`src/rtl/instr_pack_pkg.sv`:
```
// Shared definitions for the RV32I instruction packer: format codes, the NOP
// word used for rejected requests, SLTIU decode constants and the packing function.
package instr_pack_pkg;

    localparam logic [2:0] FMT_R = 3'd0;
    localparam logic [2:0] FMT_I = 3'd1;
    localparam logic [2:0] FMT_S = 3'd2;
    localparam logic [2:0] FMT_B = 3'd3;
    localparam logic [2:0] FMT_U = 3'd4;
    localparam logic [2:0] FMT_J = 3'd5;

    localparam logic [31:0] NOP_WORD   = 32'h00000013;  // addi x0, x0, 0
    localparam logic [6:0]  OPC_OP_IMM = 7'b0010011;
    localparam logic [2:0]  F3_SLTIU   = 3'b011;

    // One decoded request as it travels through stage 1.
    typedef struct packed {
        logic [2:0]  fmt;
        logic [6:0]  opcode;
        logic [4:0]  rd;
        logic [4:0]  rs1;
        logic [4:0]  rs2;
        logic [2:0]  funct3;
        logic [6:0]  funct7;
        logic [31:0] imm;
    } req_t;

    // Format codes 6 and 7 have no encoding.
    function automatic logic fmt_legal(input logic [2:0] fmt);
        return fmt <= FMT_J;
    endfunction

    // Scatter fields and immediate bits into the standard RV32I layouts.
    function automatic logic [31:0] pack_word(input req_t r);
        logic [31:0] w;
        case (r.fmt)
            FMT_R:   w = {r.funct7, r.rs2, r.rs1, r.funct3, r.rd, r.opcode};
            FMT_I:   w = {r.imm[11:0], r.rs1, r.funct3, r.rd, r.opcode};
            FMT_S:   w = {r.imm[11:5], r.rs2, r.rs1, r.funct3, r.imm[4:0], r.opcode};
            FMT_B:   w = {r.imm[12], r.imm[10:5], r.rs2, r.rs1, r.funct3,
                          r.imm[4:1], r.imm[11], r.opcode};
            FMT_U:   w = {r.imm[31:12], r.rd, r.opcode};
            FMT_J:   w = {r.imm[20], r.imm[10:1], r.imm[11], r.imm[19:12], r.rd, r.opcode};
            default: w = NOP_WORD;
        endcase
        return w;
    endfunction

endpackage

```
`src/rtl/instr_pack_range_chk.sv`:
```
// Combinational immediate range/alignment check for the instruction packer.
// Only instantiated when INSTR_PACK_RANGE_CHECK_EN is defined.
module instr_pack_range_chk
    import instr_pack_pkg::*;
(
    input  logic [2:0]  fmt,
    input  logic [6:0]  opcode,
    input  logic [2:0]  funct3,
    input  logic [31:0] imm,
    output logic        ok
);

    logic signed [31:0] simm;
    assign simm = $signed(imm);

    // Decide whether the immediate survives truncation into the chosen format.
    always_comb begin
        // NOTE: default assignment first so no path leaves ok unassigned (no latch).
        ok = 1'b1;
        case (fmt)
            FMT_I: begin
                if (opcode == OPC_OP_IMM && funct3 == F3_SLTIU)
                    ok = (imm[31:12] == 20'd0);
                else
                    ok = (simm >= -32'sd2048) && (simm <= 32'sd2047);
            end
            FMT_S:   ok = (simm >= -32'sd2048) && (simm <= 32'sd2047);
            FMT_B:   ok = (simm >= -32'sd4096) && (simm <= 32'sd4094) && !imm[0];
            FMT_J:   ok = (simm >= -32'sd1048576) && (simm <= 32'sd1048574) && !imm[0];
            FMT_U:   ok = (imm[11:0] == 12'd0);
            default: ok = 1'b1;
        endcase
    end

endmodule

```
`src/rtl/instr_packer.sv`:
```
// RV32I instruction packer: decoded fields + immediate -> 32-bit instruction word
// with a wrapping instruction-memory word address, behind a 2-stage valid/ready pipe.
// Optional feature macro: INSTR_PACK_RANGE_CHECK_EN (immediate range/alignment check).
module instr_packer
    import instr_pack_pkg::*;
#(
    parameter int                ADDR_W    = 8,
    parameter logic [ADDR_W-1:0] BASE_ADDR = '0
) (
    input  logic              INSTR_PACK_CLOCK_50,
    input  logic              INSTR_PACK_RESET_InLow,
    input  logic              INSTR_PACK_Clr_In,
    input  logic              INSTR_PACK_Valid_In,
    output logic              INSTR_PACK_Ready_Out,
    input  logic [2:0]        INSTR_PACK_Fmt_InBUS,
    input  logic [6:0]        INSTR_PACK_Opcode_InBUS,
    input  logic [4:0]        INSTR_PACK_Rd_InBUS,
    input  logic [4:0]        INSTR_PACK_Rs1_InBUS,
    input  logic [4:0]        INSTR_PACK_Rs2_InBUS,
    input  logic [2:0]        INSTR_PACK_Funct3_InBUS,
    input  logic [6:0]        INSTR_PACK_Funct7_InBUS,
    input  logic [31:0]       INSTR_PACK_Imm_InBUS,
    output logic              INSTR_PACK_Valid_Out,
    input  logic              INSTR_PACK_Ready_In,
    output logic [31:0]       INSTR_PACK_Ins_OutBUS,
    output logic [ADDR_W-1:0] INSTR_PACK_Addr_OutBUS,
    output logic              INSTR_PACK_Err_Out,
    output logic              INSTR_PACK_Wrap_Out
);

    req_t              req_in;
    req_t              s1_req;
    logic              s1_valid;
    logic              s1_err;
    logic              range_ok;
    logic              in_err;
    logic              s2_advance;
    logic              s1_advance;
    logic              accept;
    logic              out_fire;
    logic              valid_q;
    logic              err_q;
    logic              wrap_q;
    logic [31:0]       ins_q;
    logic [ADDR_W-1:0] addr_q;

    assign req_in = '{fmt:    INSTR_PACK_Fmt_InBUS,
                      opcode: INSTR_PACK_Opcode_InBUS,
                      rd:     INSTR_PACK_Rd_InBUS,
                      rs1:    INSTR_PACK_Rs1_InBUS,
                      rs2:    INSTR_PACK_Rs2_InBUS,
                      funct3: INSTR_PACK_Funct3_InBUS,
                      funct7: INSTR_PACK_Funct7_InBUS,
                      imm:    INSTR_PACK_Imm_InBUS};

`ifdef INSTR_PACK_RANGE_CHECK_EN
    instr_pack_range_chk u_range_chk (
        .fmt    (INSTR_PACK_Fmt_InBUS),
        .opcode (INSTR_PACK_Opcode_InBUS),
        .funct3 (INSTR_PACK_Funct3_InBUS),
        .imm    (INSTR_PACK_Imm_InBUS),
        .ok     (range_ok)
    );
`else
    assign range_ok = 1'b1;
`endif

    // Illegal format is always an error; range failures only when checking is built in.
    assign in_err     = !fmt_legal(INSTR_PACK_Fmt_InBUS) || !range_ok;

    // S2 can take a new word when empty or when its current word leaves this cycle.
    assign s2_advance = !valid_q || INSTR_PACK_Ready_In;
    assign s1_advance = s1_valid && s2_advance;
    assign INSTR_PACK_Ready_Out = !s1_valid || s1_advance;
    assign accept     = INSTR_PACK_Valid_In && INSTR_PACK_Ready_Out && !INSTR_PACK_Clr_In;
    assign out_fire   = valid_q && INSTR_PACK_Ready_In;

    // Stage 1: capture the request fields and the error verdict.
    always_ff @(posedge INSTR_PACK_CLOCK_50 or negedge INSTR_PACK_RESET_InLow) begin
        if (!INSTR_PACK_RESET_InLow) begin
            // NOTE: sequential state uses non-blocking assignments so every flop samples pre-edge values.
            s1_valid <= 1'b0;
            s1_req   <= '0;
            s1_err   <= 1'b0;
        end else if (INSTR_PACK_Clr_In) begin
            s1_valid <= 1'b0;
        end else if (accept) begin
            s1_valid <= 1'b1;
            s1_req   <= req_in;
            s1_err   <= in_err;
        end else if (s1_advance) begin
            s1_valid <= 1'b0;
        end
    end

    // Stage 2: packed word, error flag, output address counter and wrap pulse.
    always_ff @(posedge INSTR_PACK_CLOCK_50 or negedge INSTR_PACK_RESET_InLow) begin
        if (!INSTR_PACK_RESET_InLow) begin
            // NOTE: the payload is reset as well so Ins/Err read as 0 straight out of reset.
            valid_q <= 1'b0;
            ins_q   <= '0;
            err_q   <= 1'b0;
            wrap_q  <= 1'b0;
            addr_q  <= BASE_ADDR;
        end else if (INSTR_PACK_Clr_In) begin
            valid_q <= 1'b0;
            wrap_q  <= 1'b0;
            addr_q  <= BASE_ADDR;
        end else begin
            wrap_q <= out_fire && (addr_q == '1);
            if (out_fire)
                addr_q <= addr_q + 1'b1;
            if (s2_advance) begin
                valid_q <= s1_valid;
                if (s1_valid) begin
                    ins_q <= s1_err ? NOP_WORD : pack_word(s1_req);
                    err_q <= s1_err;
                end
            end
        end
    end

    assign INSTR_PACK_Valid_Out   = valid_q;
    assign INSTR_PACK_Ins_OutBUS  = ins_q;
    assign INSTR_PACK_Err_Out     = err_q;
    assign INSTR_PACK_Addr_OutBUS = addr_q;
    assign INSTR_PACK_Wrap_Out    = wrap_q;

endmodule

```
`config.mk`:
```
export PLATFORM = sky130hd
export DESIGN_NAME = instr_packer
export DESIGN_NICKNAME = d
export VERILOG_FILES = /design/src/rtl/instr_pack_pkg.sv /design/src/rtl/instr_pack_range_chk.sv /design/src/rtl/instr_packer.sv
export SDC_FILE = /design/constraint.sdc
export NUM_CORES = 1
export LEC_CHECK = 0
export ABC_AREA = 1
export CAP_MARGIN = 20
export CORE_ASPECT_RATIO = 0.8
export CORE_UTILIZATION = 53
export DETAILED_ROUTE_END_ITERATION = 10
export GPL_TIMING_DRIVEN = 0
export PLACE_DENSITY = 0.89
export RECOVER_POWER = 50
export SYNTH_ARGS = -nofsm -noshare
export SYNTH_HDL_FRONTEND = slang
export SYNTH_SLANG_ARGS = --single-unit
export TNS_END_PERCENT = 5
```
`constraint.sdc`:
```
create_clock -name INSTR_PACK_CLOCK_50 -period 3.65 [get_ports INSTR_PACK_CLOCK_50]
set_clock_uncertainty 0.2 [all_clocks]
set_input_delay 0.73 -clock INSTR_PACK_CLOCK_50 [delete_from_list [all_inputs] [get_ports INSTR_PACK_CLOCK_50]]
set_output_delay 0.73 -clock INSTR_PACK_CLOCK_50 [all_outputs]
set_load 0.02 [all_outputs]
```
==> flow_summary.json, run 1 <==
{
  "cp_max_fo": 3,
  "drv_slew": 68,
  "period_minus_slack_ns": 3.08,
  "cts_htree_levels": 3,
  "fin_crit_sh_pct": 84.3,
  "io_buffers": 115,
  "clockBufferDepth": 2,
  "grt_use_met1_pct": 36.5,
  "grt.overflow.total": 0,
  "ys_types": 24,
  "grt_pass1_wl_microns": 20900,
  "start_util_pct": 55.7,
  "root_buffer": "clkbuf_16",
  "placed_cells": 827,
  "ys_top_cells_by_count": "nand2_1, dfrtp_1, nor2_1",
  "viasPerCell": 5.36,
  "avgRoutedWirePerCell_microns": 15.5,
  "drtAntennaViolNets": 0,
  "rr_endpoint": "s1_req[0]",
  "r2r_start": "INSTR_PACK_Valid_Out",
  "nets": 799,
  "dpl.hpwl_microns": 9170,
  "hold_class": "in -> async",
  "cts_tree": "yes",
  "violations": "max-capacitance violations, max-slew violations",
  "power_density_nw_per_um2": 525,
  "antenna_found_initial": 0,
  "use_met3_pct": 6.58,
  "rows": 30,
  "setup_viol": 0,
  "grt_pass1_vias": 4452,
  "synthesis.area_sq_um": 4830,
  "yosysWarnings": 0,
  "synth-edff-count": 0,
  "slew_headroom_pct": -7.73,
  "synth_largest_area_cell": "dfrtp_1",
  "drc": 0,
  "wl_microns": 13100,
  "die_width_microns": 109,
  "startpoint_type": "primary input",
  "worstMarginPinSlew_ns": 1.62,
  "cts_resized": 0,
  "drv_cap": 1,
  "yosys_register_bits": 112,
  "syn_nets": 672,
  "synth.top_cell.area_share_pct": 58.1,
  "drtPass1Iterations": 6,
  "grt_max_degree": 68,
  "cts_sinks": 112,
  "pin_count": 116,
  "grt-busiest-layer": "met2",
  "r2r_slack_ns": 1.75,
  "synth.top_cells.by_area": "dfrtp_1, nand2_1, nor2_1",
  "crit_arrival_ns": 2.15,
  "cts_buffers": 9,
  "drive_gt1_share_pct": 5.88,
  "synth_most_common_cell": "nand2_1",
  "place.gp.congestion": 0.857,
  "fp.coreArea_sq_um": 8670,
  "setup_ws_ns": 0.572,
  "crit_path_end_kind": "output pin",
  "clk_pin_slew_worst_paths_ns": 0.07,
  "hold_buffers": 0,
  "die_h_microns": 87.4,
  "crit_type": "in -> out",
  "r2r_cells": 9,
  "p_leak_nw": 3.30,
  "clk_latency_ns": 0.35,
  "worstPathRequired_ns": 2.72,
  "area_growth_syn_to_layout_pct": 33.1,
  "peakVddDrop_mv": 0.439,
  "n_antenna_cell": 0,
  "status": "finished with violations",
  "async_flop_share_pct": 100,
  "rsz0062_at_grt": "no",
  "grt_use_met2_pct": 50.2,
  "dp_slack_ns": 0.695,
  "fmax_ghz": 0.325,
  "dr.first_iter.drc_count": 486,
  "ys_seq_area_share_pct": 58.1,
  "syn_area_per_cell_sq_um": 8.06,
  "track_usage_pct": 29.4,
  "postCtsSetupRepairBufs": 0,
  "final_cells": 843,
  "num_vias": 4520,
  "synth_ff_type": "dfrtp_1",
  "final_hold_viol_count": 0,
  "synthCells": 599,
  "dieArea_sq_um": 9500
}
sequential cells by signal, summed over array words and instances, names as in the netlist:
register	count
INSTR_PACK_Wrap_Out	1
INSTR_PACK_Err_Out	1
INSTR_PACK_Valid_Out	1
s1_req	67
s1_err	1
INSTR_PACK_Addr_OutBUS	8
INSTR_PACK_Ins_OutBUS	32
s1_valid	1
per-layer routing:
metal,vias up,part of all wire [%]
li1,2087,-
met3,44,9.0
met4,0,2.8
met1,2114,39
met2,275,49
met5,-,0
worst max-delay path by stage:
stage,startpoint,end,slack [ns],depth (start not counted)
2_1_floorplan,INSTR_PACK_Ready_In,INSTR_PACK_Ready_Out,1.73,2
3_3_place_gp,INSTR_PACK_RESET_InLow,s1_req[62],-2.42,1
3_5_place_dp,INSTR_PACK_Ready_In,INSTR_PACK_Ready_Out,0.70,4
4_1_cts,INSTR_PACK_Ready_In,INSTR_PACK_Ready_Out,0.70,4
5_1_grt,INSTR_PACK_Ready_In,INSTR_PACK_Ready_Out,0.50,4
6_report,INSTR_PACK_Ready_In,INSTR_PACK_Ready_Out,0.57,4
metrics by stage:
stage | utilization [%] | hold slack (ns) | setup TNS [ns] | instance area (sq um) | total power (W)
finish | 74.1 | 0.174 | 0 | 6420 | 0.00337
global route | 74.1 | 0.213 | 0 | 6420 | 0.00351
CTS | 74.6 | 0.208 | 0 | 6470 | 0.00338
detailed placement | 70.9 | 0.265 | 0 | 6140 | 0.00232
global placement | 70.6 | 0.249 | -270.12 | 6120 | 0.00228
floorplan | - | 0.234 | 0 | 4830 | 0.00192
cells by family (layout without fill, tap and decap cells):
kind of cell    Yosys count  count (layout)  share of synthesized area (%)
compound gates           31              31                           3.37
fa+ha+maj                 1               1                          0.259
flops                   112             112                           58.1
simple gates            405             405                           33.1
buf+inv                  49             181                           4.98
mux                       1               1                          0.207
cells in the final DEF, fill, tap and decap left out:
| master | n |
|---|---|
| nor2_8 | 1 |
| nor3_1 | 1 |
| dlygate4sd3_1 | 2 |
| bufinv_16 | 2 |
| o21a_1 | 1 |
| nand4_1 | 4 |
| clkbuf_16 | 9 |
| nand2_2 | 2 |
| clkdlybuf4s50_1 | 112 |
| ha_1 | 1 |
| inv_1 | 24 |
| nand3_1 | 17 |
| clkbuf_2 | 1 |
| inv_2 | 2 |
| buf_2 | 14 |
| clkinv_1 | 1 |
| clkbuf_1 | 4 |
| a21oi_1 | 7 |
| buf_6 | 5 |
| o21ai_0 | 20 |
| o21ai_1 | 1 |
| nor2_1 | 31 |
| clkbuf_8 | 1 |
| nand2_1 | 348 |
| buf_4 | 1 |
| clkinv_2 | 1 |
| o22ai_1 | 1 |
| mux2i_1 | 1 |
| nand2_4 | 1 |
| clkinvlp_4 | 2 |
| o21ai_2 | 1 |
| dfrtp_1 | 112 |
area by class of cell:
class,instances,area [sq um]
Sequential cell,112,2800
Clock buffer,11,243
Timing Repair Buffer,116,1150
Buffer,22,138
Multi-Input combinational cell,438,1770
Clock inverter,5,80.1
Tap cell,112,140
Inverter,27,101
Fill cell,622,2250
critical path, cell delays in order:
cell and delay [ns]:
dlygate4sd3_1 0.55, nor2_1 0.21, nand2_2 0.10, clkdlybuf4s50_1 0.55
power breakdown:
part           internal, W  switching, W
clock network     0.000620      0.000441
registers          0.00142      0.000128
logic             0.000336      0.000425
total              0.00238      0.000994
Note: power is estimated with default switching activity, not from simulation.
==> run 2, diff against run 1 <==
--- a/config.mk
+++ b/config.mk
@@ -8,10 +8,10 @@
 export ABC_AREA = 1
 export CAP_MARGIN = 20
 export CORE_ASPECT_RATIO = 0.8
-export CORE_UTILIZATION = 53
+export CORE_UTILIZATION = 45
 export DETAILED_ROUTE_END_ITERATION = 10
 export GPL_TIMING_DRIVEN = 0
-export PLACE_DENSITY = 0.89
+export PLACE_DENSITY = 0.8
 export RECOVER_POWER = 50
 export SYNTH_ARGS = -nofsm -noshare
 export SYNTH_HDL_FRONTEND = slang
==> constraint.sdc (replaced) <==
create_clock -name INSTR_PACK_CLOCK_50 -period 2.5 [get_ports INSTR_PACK_CLOCK_50]
set_clock_uncertainty 0.2 [all_clocks]
set_input_delay 0.5 -clock INSTR_PACK_CLOCK_50 [delete_from_list [all_inputs] [get_ports INSTR_PACK_CLOCK_50]]
set_output_delay 0.5 -clock INSTR_PACK_CLOCK_50 [all_outputs]
set_load 0.02 [all_outputs]
==> run 2 against run 1 <==
  * The run now ends clean
  * Register-to-register slack got worse by 1.1 ns
  * Count of clock-buffer cells in the layout increased by 2
  * Total power is 42% higher
  * Via count is 4.3% lower
  * First-iteration DRC count decreased by 22%
  * Critical path depth unchanged
  * Clock power increased by 36%
  * Sequential power grew 45%
  * Cell area grew 0.68%
  * Sequential cell count unchanged
  * Die area up 17%
  * Critical path type unchanged
  * Largest cell class unchanged
==> flow_summary.json, run 2 (synthesis results as in run 1) <==
{
  "pwr-share-seq_pct": 46.9,
  "status": "completed",
  "power_density_nw_per_um2": 741,
  "power_w": 0.00479,
  "drive_gt1_share_pct": 6.16,
  "peakVddDrop_mv": 0.517,
  "n_antenna_cell": 0,
  "num_vias": 4327,
  "crit_arrival_ns": 1.59,
  "rr_endpoint": "s1_req[2]",
  "crit_type": "in -> out",
  "fillerInstances": 866,
  "cts_resized": 1,
  "rsz0062_at_grt": "no",
  "p_sw_w": 0.00139,
  "swShare_pct": 29.0,
  "crit_path_max_incr_delay_ns": 0.47,
  "clkPwrFrac_pct": 30.2,
  "drv_slew": 0,
  "place.gp.congestion": 0.840,
  "timing.critical_path.to": "INSTR_PACK_Ready_Out",
  "track_usage_pct": 23.9,
  "grt_pass1_vias": 4317,
  "fmax_ghz": 0.436,
  "placed_cells": 855,
  "p_leak_nw": 3.30,
  "worstPathRequired_ns": 1.80,
  "dieArea_sq_um": 11100,
  "wl_microns": 12400,
  "dpl.hpwl_microns": 8980,
  "r2r_cells": 7,
  "drtPass1Iterations": 5,
  "slew_headroom_pct": 3.24,
  "nets": 799,
  "die_h_microns": 94.6,
  "top_register": "s1_req",
  "internal-power_w": 0.00340,
  "startpoint_type": "primary input",
  "fp.coreArea_sq_um": 10300,
  "drc": 0,
  "start_util_pct": 46.8,
  "hold_class": "reg -> reg",
  "die_width_microns": 118,
  "viasPerCell": 4.97,
  "largest_register_ffs": 67,
  "antenna_found_initial": 0,
  "root_buffer": "clkbuf_16",
  "final_cell_mix": "nand2_1, dfrtp_1, clkdlybuf4s50_1",
  "grt_pass1_wl_microns": 20500,
  "hold_depth": 2,
  "pwr-share-comb_pct": 22.9,
  "postCtsSetupRepairBufs": 0,
  "crit_path_top_delay_cell": "clkdlybuf4s50_1",
  "setup_viol": 0,
  "cts_buffers": 9,
  "avgRoutedWirePerCell_microns": 14.2,
  "hold_buffers": 0,
  "drtAntennaViolNets": 0,
  "postLayoutCellArea_sq_um": 6470,
  "grt_max_degree": 58,
  "pin_count": 116,
  "grt.overflow.total": 0,
  "rows": 33,
  "dr.first_iter.drc_count": 377,
  "r2r_slack_ns": 0.63,
  "cts_sinks": 112,
  "post_dp_cell_area_sq_um": 6180,
  "cts_tree": "yes",
  "worstPathCellList": "clkdlybuf4s50_1 -> nor2_4 -> nand2_1 -> dlygate4sd2_1",
  "period_minus_slack_ns": 2.29,
  "clk_pin_slew_worst_paths_ns": 0.07,
  "final_hold_viol_count": 0,
  "final_cells": 871,
  "r2r_start": "INSTR_PACK_Valid_Out",
  "final_common_cell": "nand2_1",
  "startpoint": "INSTR_PACK_Ready_In",
  "final_core_util_pct": 62.7,
  "area_growth_syn_to_layout_pct": 34.0,
  "worstMarginPinSlew_ns": 1.45,
  "fin_crit_sh_pct": 91.8,
  "cts_htree_levels": 3,
  "clk_latency_ns": 0.34,
  "io_buffers": 115,
  "clockBufferDepth": 2,
  "cp_max_fo": 3,
  "drv_cap": 0,
  "crit_path_end_kind": "output pin"
}
-- run 2: changes by cell type in the layout (fill, tap and decap cells not counted), moves of 2 or more --
| cell | before | now |
|---|---|---|
| clkinvlp_4 | 2 | 0 |
| nor2_4 | 0 | 2 |
| nor2_1 | 31 | 29 |
| inv_2 | 2 | 4 |
| inv_1 | 24 | 22 |
-- run 2: cell type report --
type	instances	area (sq um)	area share, %
clock buffers	13	260	4.02
clock inverters	3	40.0	0.619
inverters	27	101	1.57
plain buffers	22	138	2.13
flip-flops and latches	112	2800	43.3
repair buffers	116	1170	18.1
multi-input cells	438	1780	27.5
well taps	140	175	2.71
-- run 2: worst max-delay path: cells and delay by family --
family,cells,cell delay [ns]
buf+inv,2,0.81
simple gates,2,0.28
-- run 2: how the worst min path moves through the flow --
stage                                     end                 startpoint  slack (ns)
finish              INSTR_PACK_Ins_OutBUS[24]  INSTR_PACK_Ins_OutBUS[24]        0.28
global route                       s1_req[25]                 s1_req[25]        0.30
floorplan           INSTR_PACK_Addr_OutBUS[0]     INSTR_PACK_RESET_InLow       0.004
CTS                 INSTR_PACK_Ins_OutBUS[15]     INSTR_PACK_RESET_InLow        0.03
detailed placement  INSTR_PACK_Ins_OutBUS[19]  INSTR_PACK_Ins_OutBUS[19]        0.27
global placement     INSTR_PACK_Ins_OutBUS[5]                 s1_req[62]        0.25
-- run 2: layer usage --
metal	share of wire, %	track usage [%]	vias to the layer above
met4	1.5	7.16	0
met1	45	32.6	2025
met3	8.1	6.28	19
li1	-	-	2092
met2	45	37.5	191
met5	0	0	-
-- run 2: power groups by stage --
stage          clock [W]  combinational [W]  sequential (W)
3_3_place_gp           0            0.00107         0.00227
5_1_grt          0.00154            0.00121         0.00228
3_5_place_dp           0            0.00110         0.00227
2_1_floorplan          0           0.000426         0.00238
6_report         0.00144            0.00110         0.00225
4_1_cts          0.00147            0.00110         0.00224
-- run 2: per-stage QoR --
step | setup slack (ns) | hold slack (ns) | setup TNS, ns
3_5_place_dp | -0.00804 | 0.265 | -0.00804
6_report | 0.206 | 0.279 | 0
2_1_floorplan | 0.823 | 0.00441 | 0
3_3_place_gp | -3.41 | 0.250 | -380.64
4_1_cts | 0.211 | 0.0322 | 0
5_1_grt | 0.170 | 0.303 | 0
